### config.mk
export PLATFORM = sky130hd
export DESIGN_NAME = pwm_capture
export DESIGN_NICKNAME = d
export VERILOG_FILES = /design/src/rtl/pwm_capture.sv
export SDC_FILE = /design/constraint.sdc
export NUM_CORES = 1
export LEC_CHECK = 0
export CAP_MARGIN = 10
export CORE_MARGIN = 2
export CORE_UTILIZATION = 55
export DETAILED_ROUTE_END_ITERATION = 6
export PLACE_DENSITY = 0.75
export SLEW_MARGIN = 20
export SYNTH_ARGS = -nofsm -noshare
export SYNTH_HDL_FRONTEND = slang
export SYNTH_SLANG_ARGS = --single-unit
### constraint.sdc
create_clock -name clk -period 5 [get_ports clk]
set_clock_uncertainty 0.05 [all_clocks]
set_input_delay 0.5 -clock clk [delete_from_list [all_inputs] [get_ports clk]]
set_output_delay 0.5 -clock clk [all_outputs]
set_load 0.03 [all_outputs]
### src/rtl/pwm_capture.sv
// pwm_capture: measures high time and rising-to-rising period of an asynchronous PWM
// input in prescaler units, publishing each completed period with a one-cycle strobe.
//
// state | meaning
// IDLE  | no reference rise yet (after reset or timeout); counters held at 0
// HIGH  | input high inside a measured period
// LOW   | input low, waiting for the rise that closes the period
module pwm_capture #(
  parameter int R          = 8,
  parameter int TIMER_BITS = 15
) (
  input  logic                  clk,
  input  logic                  reset,
  input  logic [TIMER_BITS-1:0] FINAL_VALUE,
  input  logic                  pwm_in,
  output logic [R+1:0]          duty_out,
  output logic [R+1:0]          period_out,
  output logic                  valid,
  output logic                  timeout
);

  localparam int W = R + 2;
  localparam logic [W-1:0] CNT_MAX = '1;

  typedef enum logic [1:0] {IDLE, HIGH, LOW} state_t;

  state_t                state_q, state_d;
  logic                  sync1_q, sync2_q, dly_q;
  logic                  rise, fall, tick;
  logic [TIMER_BITS-1:0] pre_q, pre_d, pre_cur;
  logic [W-1:0]          hi_q, hi_d, per_q, per_d;
  logic [W-1:0]          duty_q, duty_d, period_q, period_d;
  logic [W-1:0]          start_val, hi_inc, per_inc;
  logic                  valid_q, valid_d, to_q, to_d;

  assign rise = sync2_q & ~dly_q;
  assign fall = ~sync2_q & dly_q;

  // The rise cycle is clock 0 of the new period, so the prescaler phase restarts there.
  // Using >= lets a lowered FINAL_VALUE wrap at once instead of running to 2^TIMER_BITS.
  always_comb begin
    pre_cur = rise ? '0 : pre_q;
    tick    = (pre_cur >= FINAL_VALUE);
    pre_d   = tick ? '0 : pre_cur + 1'b1;
  end

  // A tick in the rise cycle already belongs to the new period.
  assign start_val = {{(W-1){1'b0}}, tick};
  assign hi_inc    = (hi_q == CNT_MAX)  ? hi_q  : hi_q + 1'b1;
  assign per_inc   = (per_q == CNT_MAX) ? per_q : per_q + 1'b1;

  always_comb begin
    state_d  = state_q;
    hi_d     = hi_q;
    per_d    = per_q;
    duty_d   = duty_q;
    period_d = period_q;
    valid_d  = 1'b0;
    to_d     = to_q;
    case (state_q)
      IDLE: begin
        hi_d  = '0;
        per_d = '0;
        if (rise) begin
          hi_d    = start_val;
          per_d   = start_val;
          to_d    = 1'b0;
          state_d = HIGH;
        end
      end
      HIGH, LOW: begin
        if (rise) begin
          duty_d   = hi_q;
          period_d = per_q;
          valid_d  = 1'b1;
          hi_d     = start_val;
          per_d    = start_val;
          state_d  = HIGH;
        end else begin
          if (tick) per_d = per_inc;
          // The fall cycle is the first low clock, so its tick counts toward the period only.
          if (tick && state_q == HIGH && !fall) hi_d = hi_inc;
          if (state_q == HIGH && fall) state_d = LOW;
          if (per_d == CNT_MAX) begin
            to_d    = 1'b1;
            hi_d    = '0;
            per_d   = '0;
            state_d = IDLE;
          end
        end
      end
      default: begin
        hi_d    = '0;
        per_d   = '0;
        state_d = IDLE;
      end
    endcase
  end

  always_ff @(posedge clk) begin
    if (reset) begin
      sync1_q  <= 1'b0;
      sync2_q  <= 1'b0;
      dly_q    <= 1'b0;
      pre_q    <= '0;
      state_q  <= IDLE;
      hi_q     <= '0;
      per_q    <= '0;
      duty_q   <= '0;
      period_q <= '0;
      valid_q  <= 1'b0;
      to_q     <= 1'b0;
    end else begin
      sync1_q  <= pwm_in;
      sync2_q  <= sync1_q;
      dly_q    <= sync2_q;
      pre_q    <= pre_d;
      state_q  <= state_d;
      hi_q     <= hi_d;
      per_q    <= per_d;
      duty_q   <= duty_d;
      period_q <= period_d;
      valid_q  <= valid_d;
      to_q     <= to_d;
    end
  end

  assign duty_out   = duty_q;
  assign period_out = period_q;
  assign valid      = valid_q;
  assign timeout    = to_q;

endmodule

=== After elaboration in Yosys (flattened, before gate mapping) ===
Cells that the tools add are included.

* Register bits after elaboration: 62
* Word-level logic and storage cells: 68

* Add/sub/neg operators: 3
* Magnitude comparators: 1
* Eq/ne operators: 11
* Multiplexer cells: 24
* Bitwise gates (word level): 5
* Reduce and logical (&&, ||, !) cells: 13

{| class="wikitable"
|+ Operators by type and width
! cell !! count
|-
| 2-to-1 mux 10 bit || 10
|-
| case mux 10 bit (2 select lines) || 2
|-
| equality test 10 bit, second input constant || 3
|-
| adder 10 x 1 -> 10 bit, second input constant || 2
|-
| adder 15 x 1 -> 15 bit, second input constant || 1
|-
| >= comparator 15 bit || 1
|-
| 2-to-1 mux 15 bit || 1
|-
| != test 4 bit, second input constant || 3
|-
| 2-to-1 mux 2 bit || 4
|-
| != test 2 bit, second input constant || 3
|-
| AND reduction 2 bit || 3
|-
| OR reduction 2 bit || 3
|-
| 2-to-1 mux 1 bit || 5
|-
| case mux 2 bit (2 select lines) || 1
|-
| AND reduction 4 bit || 1
|-
| logical AND 1 bit || 3
|-
| NOT 1 bit || 3
|-
| bitwise AND 1 bit || 2
|-
| equality test 2 x 1 -> 1 bit, second input constant || 1
|-
| equality test 2 bit, second input constant || 1
|-
| logical NOT 2 bit || 1
|-
| case mux 1 bit (2 select lines) || 1
|-
| nonzero test 2 bit || 1
|-
| logical NOT 1 bit || 1
|}

=== Logic depth before layout (Yosys ltp) ===
Gate-level depths: netlist (run 1).

* Depth after elaboration: 11
* Mapped depth: 17
* Gate-level depth less buffers: 13

=== Worst setup path before layout (run 1) ===
OpenSTA, ideal clock, no wires.

* Path type: reg2reg
* Start: reg dly_q
* End: reg hi_q[0]
* Setup time: 0.106 ns
* Arrival time: 3.602 ns
* Data required time: 4.844 ns
* Path slack: 1.242 ns
* Cell stages (with the launch flop): 16
* Buffers on the path: 2
* Period minus slack after synthesis: 3.758 ns
* Path through: dfxtp_1 -> nand2b_1 -> buf_2 -> clkbuf_1 -> and2_1 -> ha_1 -> and4_1 -> nand3_1 -> a31o_2 -> or3b_1 -> o211a_1 -> o22ai_1 -> a2111oi_4 -> a21oi_2 -> or4b_1 -> o311ai_0

* Word-level cells in the longest chain between the ends: 11

{| class="wikitable"
|+ Ends and longest elaborated chain
! element !! RTL line !! text
|-
| from (decl) || 28 || <nowiki>logic sync1_q, sync2_q, dly_q;</nowiki>
|-
| from (signal assigned) || 116 || <nowiki>dly_q <= sync2_q;</nowiki>
|-
| NOT 1 bit || 36 || <nowiki>assign rise = sync2_q & ~dly_q;</nowiki>
|-
| bitwise AND 1 bit || 36 ||
|-
| 2-to-1 mux 15 bit || 42 || <nowiki>pre_cur = rise ? '0 : pre_q;</nowiki>
|-
| >= comparator 15 bit || 43 || <nowiki>tick = (pre_cur >= FINAL_VALUE);</nowiki>
|-
| 2-to-1 mux 10 bit || 80 || <nowiki>if (tick) per_d = per_inc;</nowiki>
|-
| 2-to-1 mux 10 bit || 72 || <nowiki>if (rise) begin</nowiki>
|-
| 2-to-1 mux 10 bit || 60 || <nowiki>case (state_q)</nowiki>
|-
| equality test 10 bit || 84 || <nowiki>if (per_d == CNT_MAX) begin</nowiki>
|-
| 2-to-1 mux 10 bit || 84 ||
|-
| 2-to-1 mux 10 bit || 72 ||
|-
| case mux 10 bit (2 select lines) || 60 ||
|-
| to (signal assigned) || 119 || <nowiki>hi_q <= hi_d;</nowiki>
|-
| to (decl) || 31 || <nowiki>logic [W-1:0] hi_q, hi_d, per_q, per_d;</nowiki>
|}

Several ways; a longest one is shown, not always the timed one. The select of a mux whose other input is x is not followed.
A chain may end at the register's enable or synchronous reset.

=== Final worst setup path (run 1) ===
Same ends and word-level chain as after synthesis.

==> results.json, run 1 <==
{
  "cp_slowest_stage_delay_ns": 0.47,
  "fin_setup_tns_ns": 0,
  "synth-edff-count": 0,
  "synth_cells": 431,
  "vdd_ir_drop_max_uv": 221.9,
  "p_total_w": 0.001046,
  "slew_viol_final": 0,
  "yosysTopAreaCell": "dfxtp_1",
  "overflow": 0,
  "synth_ff_type": "dfxtp_1",
  "setup_slack_ns": 0.8827,
  "ys_seq_area_share_pct": 35.35,
  "grt_antenna_before_repair": 0,
  "first_pass_iters": 4,
  "grt_pass1_wl_mm": 13.17,
  "worstPathArrival_ns": 4.29,
  "vias": 3109,
  "critPathTopFamily": "simple AND/OR/NAND/NOR gates",
  "cts-resized-gates": 0,
  "finalCriticalPeriod_ns": 4.117,
  "cts_buffers": 9,
  "drive_above_1_share_pct": 6.739,
  "fmax_mhz": 242.9,
  "port_buffers": 39,
  "grt_use_total_pct": 22.64,
  "core_area_um2": 6277,
  "crit_chain": "nand2b_1, and2_1, ha_1, and4_1, nand3_1, a31o_2, or3b_1, o211a_1, o22ai_1, a2111oi_4, a21oi_2, or4b_1, o311ai_0",
  "p_leak_nw": 1.392,
  "row_count": 29,
  "grt_pass1_vias": 2944,
  "fin_util_pct": 65.56,
  "syn_area_um2": 3511,
  "gp_congestion": 0.9346,
  "cts_tree": "done",
  "cap_violations": 0,
  "yosys-top-cells-count": "dfxtp_1 (62), nand2_1 (62), a21oi_1 (34), nor2_1 (30), nand3_1 (24)",
  "antenna_cells": 0,
  "critPathCaptureType": "flip-flop",
  "root_buffer": "clkbuf_8",
  "cts-hold-fix-buffers": 0,
  "place_ws_ns": 0.6212,
  "dieArea_um2": 7038,
  "initialDrtViolationCount": 153,
  "required_ns": 5.18,
  "ys_async_sr_fraction_pct": 0,
  "area_delta_synth_final_pct": 17.21,
  "start_kind": "flip-flop",
  "die_x_um": 83.90,
  "worstSkewPairLatency_ns": 0.34,
  "cp_slowest_cell": "or4b_1",
  "post-route-period-util_pct": 82.35,
  "grt_max_degree": 35,
  "power.density_nw_per_um2": 254.3,
  "max_slew_margin_pct": 50.69,
  "avgSynthCellArea_um2": 8.146,
  "ctsHtreeMaxLevel": 3,
  "grt_setup_unrepaired": "false",
  "yosysTopAreaCellShare_pct": 35.35,
  "drt_wl_total_mm": 7.542,
  "worstMarginPinSlew_ns": 0.7389,
  "finalHoldViolations": 0,
  "num-nets-final": 487,
  "setup_viol": 0,
  "die_h_um": 83.90,
  "status": "completed",
  "cts_setup_buffers": 0,
  "vias_per_cell": 5.790,
  "avgRoutedWirePerCell_um": 14.04,
  "place.detailed.hpwl_mm": 5.235,
  "ys.warnings.count": 0,
  "start_util_pct": 55.93,
  "ys_seq_elements": 62,
  "synthDistinctLibCells": 65,
  "cts.reportedPaths.clkPinSlew_ns": 0.07,
  "worstHoldPathType": "reg2reg",
  "syn_nets": 463,
  "path_class": "reg2reg",
  "ant_nets": 0,
  "synthTopCellsByArea": "dfxtp_1 (35%), nand2_1 (6.6%), ha_1 (5.0%)",
  "crit_buf_inv": 0,
  "drcViolationCount": 0,
  "cts.sinks": 62,
  "io_pins": 40,
  "clockBufferDepth": 2,
  "crit_fanout": 12
}
worst reg2reg max path, cell delays in order, from the launching register on:
cell and delay (ns):
dfxtp_1 0.34, nand2b_1 0.35, and2_1 0.29, ha_1 0.29, and4_1 0.25, nand3_1 0.10
a31o_2 0.28, or3b_1 0.45, o211a_1 0.22, o22ai_1 0.32, a2111oi_4 0.09, a21oi_2 0.40
or4b_1 0.47, o311ai_0 0.11
stage by stage:
step | instance area [um2] | instances | hold slack [ns]
floorplan | 3511 | 431 | 0.3638
global placement | 3895 | 521 | 0.3719
detailed placement | 3897 | 521 | 0.3850
CTS | 4111 | 537 | 0.4012
global route | 4115 | 537 | 0.4150
finish | 4115 | 537 | 0.3994
cell type report:
cell class,instances,area (um2)
clock buffer,10,127.6
clock inverter,6,86.33
fill,552,2162
inverter,17,63.81
multi-input combinational,323,2087
sequential,62,1241
tap,77,96.34
timing repair buffer,42,412.9
report_power, final:
group	internal [W]	total, W	leakage (nW)	switching, W
sequential	0.000497	0.000503	0.500	0.00000573
clock	0.000280	0.000480	0.106	0.000200
combinational	0.0000290	0.0000633	0.785	0.0000343
total	0.000806	0.00105	1.39	0.000240
kinds of logic (layout without fill, tap and decap cells):
| group | after synthesis | after routing | synth area share (%) |
|---|---|---|---|
| multiplexers | 12 | 12 | 3.457 |
| AND/OR/NAND/NOR | 193 | 193 | 28.48 |
| AO/OA/AOI/OAI | 81 | 81 | 16.50 |
| adder cells (fa/ha/maj) | 16 | 16 | 5.595 |
| flip-flops | 62 | 62 | 35.35 |
| buffers and inverters | 46 | 75 | 5.381 |
| XOR/XNOR | 21 | 21 | 5.239 |
placed cells by master (no fill, tap or decap), drive strengths merged, types with 6 or more instances in the layout:
cell,count
a21oi,35
and2,9
and3,6
and4,6
clkbuf,10
clkdlybuf4s50,39
dfxtp,62
ha,14
inv,17
mux2i,11
nand2,63
nand3,24
nand3b,10
nand4,8
nor2,30
nor2b,6
nor3,11
xnor2,11
xor2,10
worst paths after layout:
check,slack (ns),endpoint,depth (start not counted),from
worst min-delay path,0.40,sync2_q,1,sync1_q
worst min register to register,0.40,sync2_q,1,sync1_q
worst max register to register,0.88,hi_q[0],13,dly_q
worst max-delay path,0.88,hi_q[0],13,dly_q
routing by layer:
| metal | GRT usage, % | share of wire (%) | up-vias |
|---|---|---|---|
| met4 | 9.238 | 1.1 | 0 |
| met5 | 0 | 0 | - |
| met2 | 37.09 | 49 | 65 |
| met1 | 29.46 | 45 | 1463 |
| li1 | - | - | 1573 |
| met3 | 4.055 | 4.7 | 8 |
registers in the layout (all words and copies together) (netlist names):
signal / count
per_q: 10
period_out: 10
sync2_q: 1
dly_q: 1
sync1_q: 1
pre_q: 15
timeout: 1
valid: 1
state_q: 2
duty_out: 10
hi_q: 10
Power figures use the tool's default switching activity.
==> run 2: changes to the inputs <==
==> constraint.sdc (replaced) <==
create_clock -name clk -period 4 [get_ports clk]
set_clock_uncertainty 0.05 [all_clocks]
set_input_delay 0.4 -clock clk [delete_from_list [all_inputs] [get_ports clk]]
set_output_delay 0.4 -clock clk [all_outputs]
set_load 0.03 [all_outputs]
==> results.json, run 2 (same netlist as run 1, synthesis figures left out) <==
{
  "worstPathArrival_ns": 4.03,
  "worstMarginPinSlew_ns": 0.7662,
  "crit_fanout": 15,
  "cts.sinks": 62,
  "cts.reportedPaths.clkPinSlew_ns": 0.07,
  "root_buffer": "clkbuf_8",
  "finalHoldViolations": 0,
  "grt_max_degree": 34,
  "fin_area_um2": 4189,
  "clkPwrFrac_pct": 41.9,
  "antenna_cells": 0,
  "worstHoldPathType": "reg2reg",
  "grt_setup_unrepaired": "false",
  "clockBufferDepth": 2,
  "drt_wl_total_mm": 7.851,
  "status": "completed",
  "power.density_nw_per_um2": 292.3,
  "ant_nets": 0,
  "grt_antenna_before_repair": 0,
  "die_x_um": 83.90,
  "path_class": "reg2reg",
  "cts_tree": "done",
  "area_delta_synth_final_pct": 19.32,
  "grt_pass1_wl_mm": 13.65,
  "finalCriticalPeriod_ns": 3.814,
  "cts-hold-fix-buffers": 0,
  "max_slew_margin_pct": 48.86,
  "power_frac_comb_pct": 6.7,
  "io_pins": 40,
  "cap_violations": 0,
  "drive_above_1_share_pct": 9.342,
  "largest_register_ffs": 15,
  "initialDrtViolationCount": 222,
  "post-route-period-util_pct": 95.35,
  "max_flop_register": "pre_q",
  "p_total_w": 0.001224,
  "grt_use_total_pct": 23.17,
  "p_int_w": 0.0009337,
  "drcViolationCount": 0,
  "row_count": 29,
  "place.detailed.hpwl_mm": 5.594,
  "grt_pass1_vias": 3093,
  "critPathCaptureType": "flip-flop",
  "p_leak_nw": 1.438,
  "fin_setup_tns_ns": 0,
  "seqPwrFrac_pct": 51.4,
  "ctsHtreeMaxLevel": 3,
  "port_buffers": 39,
  "cts_buffers": 9,
  "required_ns": 4.22,
  "start_util_pct": 55.93,
  "vias_per_cell": 5.796,
  "nFillCells": 553,
  "dp_cells": 532,
  "gp_congestion": 0.8781,
  "vdd_ir_drop_max_uv": 307.6,
  "final-instance-count-excl-fill": 548,
  "overflow": 0,
  "core_area_um2": 6277,
  "die_h_um": 83.90,
  "final_cell_mix": "nand2_1 (62), dfxtp_1 (62), clkdlybuf4s50_1 (39)",
  "start_kind": "flip-flop",
  "swShare_pct": 23.73,
  "vias": 3176,
  "slew_viol_final": 0,
  "switching_power_w": 0.0002906,
  "cts_setup_buffers": 0,
  "avgRoutedWirePerCell_um": 14.33,
  "fmax_mhz": 262.2,
  "num-nets-final": 498,
  "dieArea_um2": 7038,
  "regArea_um2": 1241,
  "multiInputGateArea_um2": 2106,
  "place_area_um2": 3980,
  "first_pass_iters": 4,
  "setup_viol": 0,
  "worstSkewPairLatency_ns": 0.34
}
[run 2: changes by cell type in the layout (fill, tap and decap cells not counted), sizes merged]
cell,previous run,this run
clkbuf,10,13
clkinv,3,2
bufinv,2,0
buf,3,14
[run 2: worst max-delay path: stages, from the launching register on]
cell and delay, ns:
dfxtp_1 0.42, nand2b_4 0.09, buf_4 0.20, and2_1 0.20, ha_1 0.21, maj3_1 0.36
a311o_1 0.33, or3b_1 0.23, o211a_1 0.25, mux2_2 0.38, nor4_4 0.30, nand2_2 0.15
or4_1 0.43, a21oi_1 0.14
[run 2: power by group through the flow]
| stage | clock [W] | combinational (W) | sequential [W] |
|---|---|---|---|
| 2_1_floorplan | 0 | 0.0000522 | 0.000638 |
| 3_3_place_gp | 0 | 0.0000772 | 0.000643 |
| 3_5_place_dp | 0 | 0.0000801 | 0.000643 |
| 4_1_cts | 0.000521 | 0.0000806 | 0.000629 |
| 5_1_grt | 0.000549 | 0.0000910 | 0.000630 |
| 6_report | 0.000513 | 0.0000819 | 0.000630 |
[run 2: through the flow]
| step | worst slack [ns] | util, % | hold WS [ns] |
|---|---|---|---|
| finish | 0.1861 | 66.73 | 0.3976 |
| global route | 0.03294 | 66.73 | 0.4083 |
| CTS | 0.1209 | 66.43 | 0.3991 |
| detailed placement | -0.2156 | 63.40 | 0.3834 |
| global placement | -0.02496 | 63.36 | 0.3736 |
| floorplan | 0.2420 | - | 0.3638 |
[run 2: layer usage]
layer | GRT usage, % | wire (um)
met1 | 28.37 | 3494
met3 | 5.143 | 254
met2 | 40.80 | 4040
met5 | 0 | 0
met4 | 6.452 | 61
[run 2: worst paths after layout]
path / slack, ns / startpoint / end / depth (start not counted)
max: 0.19 / sync2_q / timeout / 13
min: 0.40 / sync1_q / sync2_q / 1
max reg2reg: 0.19 / sync2_q / timeout / 13
min reg2reg: 0.40 / sync1_q / sync2_q / 1
[run 2: layout make-up]
| type | instances | area share [%] |
|---|---|---|
| Sequential cell | 62 | 29.63 |
| Timing Repair Buffer | 53 | 11.83 |
| Clock buffer | 13 | 4.032 |
| Inverter | 17 | 1.523 |
| Clock inverter | 3 | 0.4182 |
| Multi-Input combinational cell | 323 | 50.27 |
| Tap cell | 77 | 2.300 |
[run 2: what timing repair did]
action,CTS,global route
pin swaps,0,0
hold endpoints to repair,0,0
setup endpoints to repair,8,17
gates resized for setup,1,3
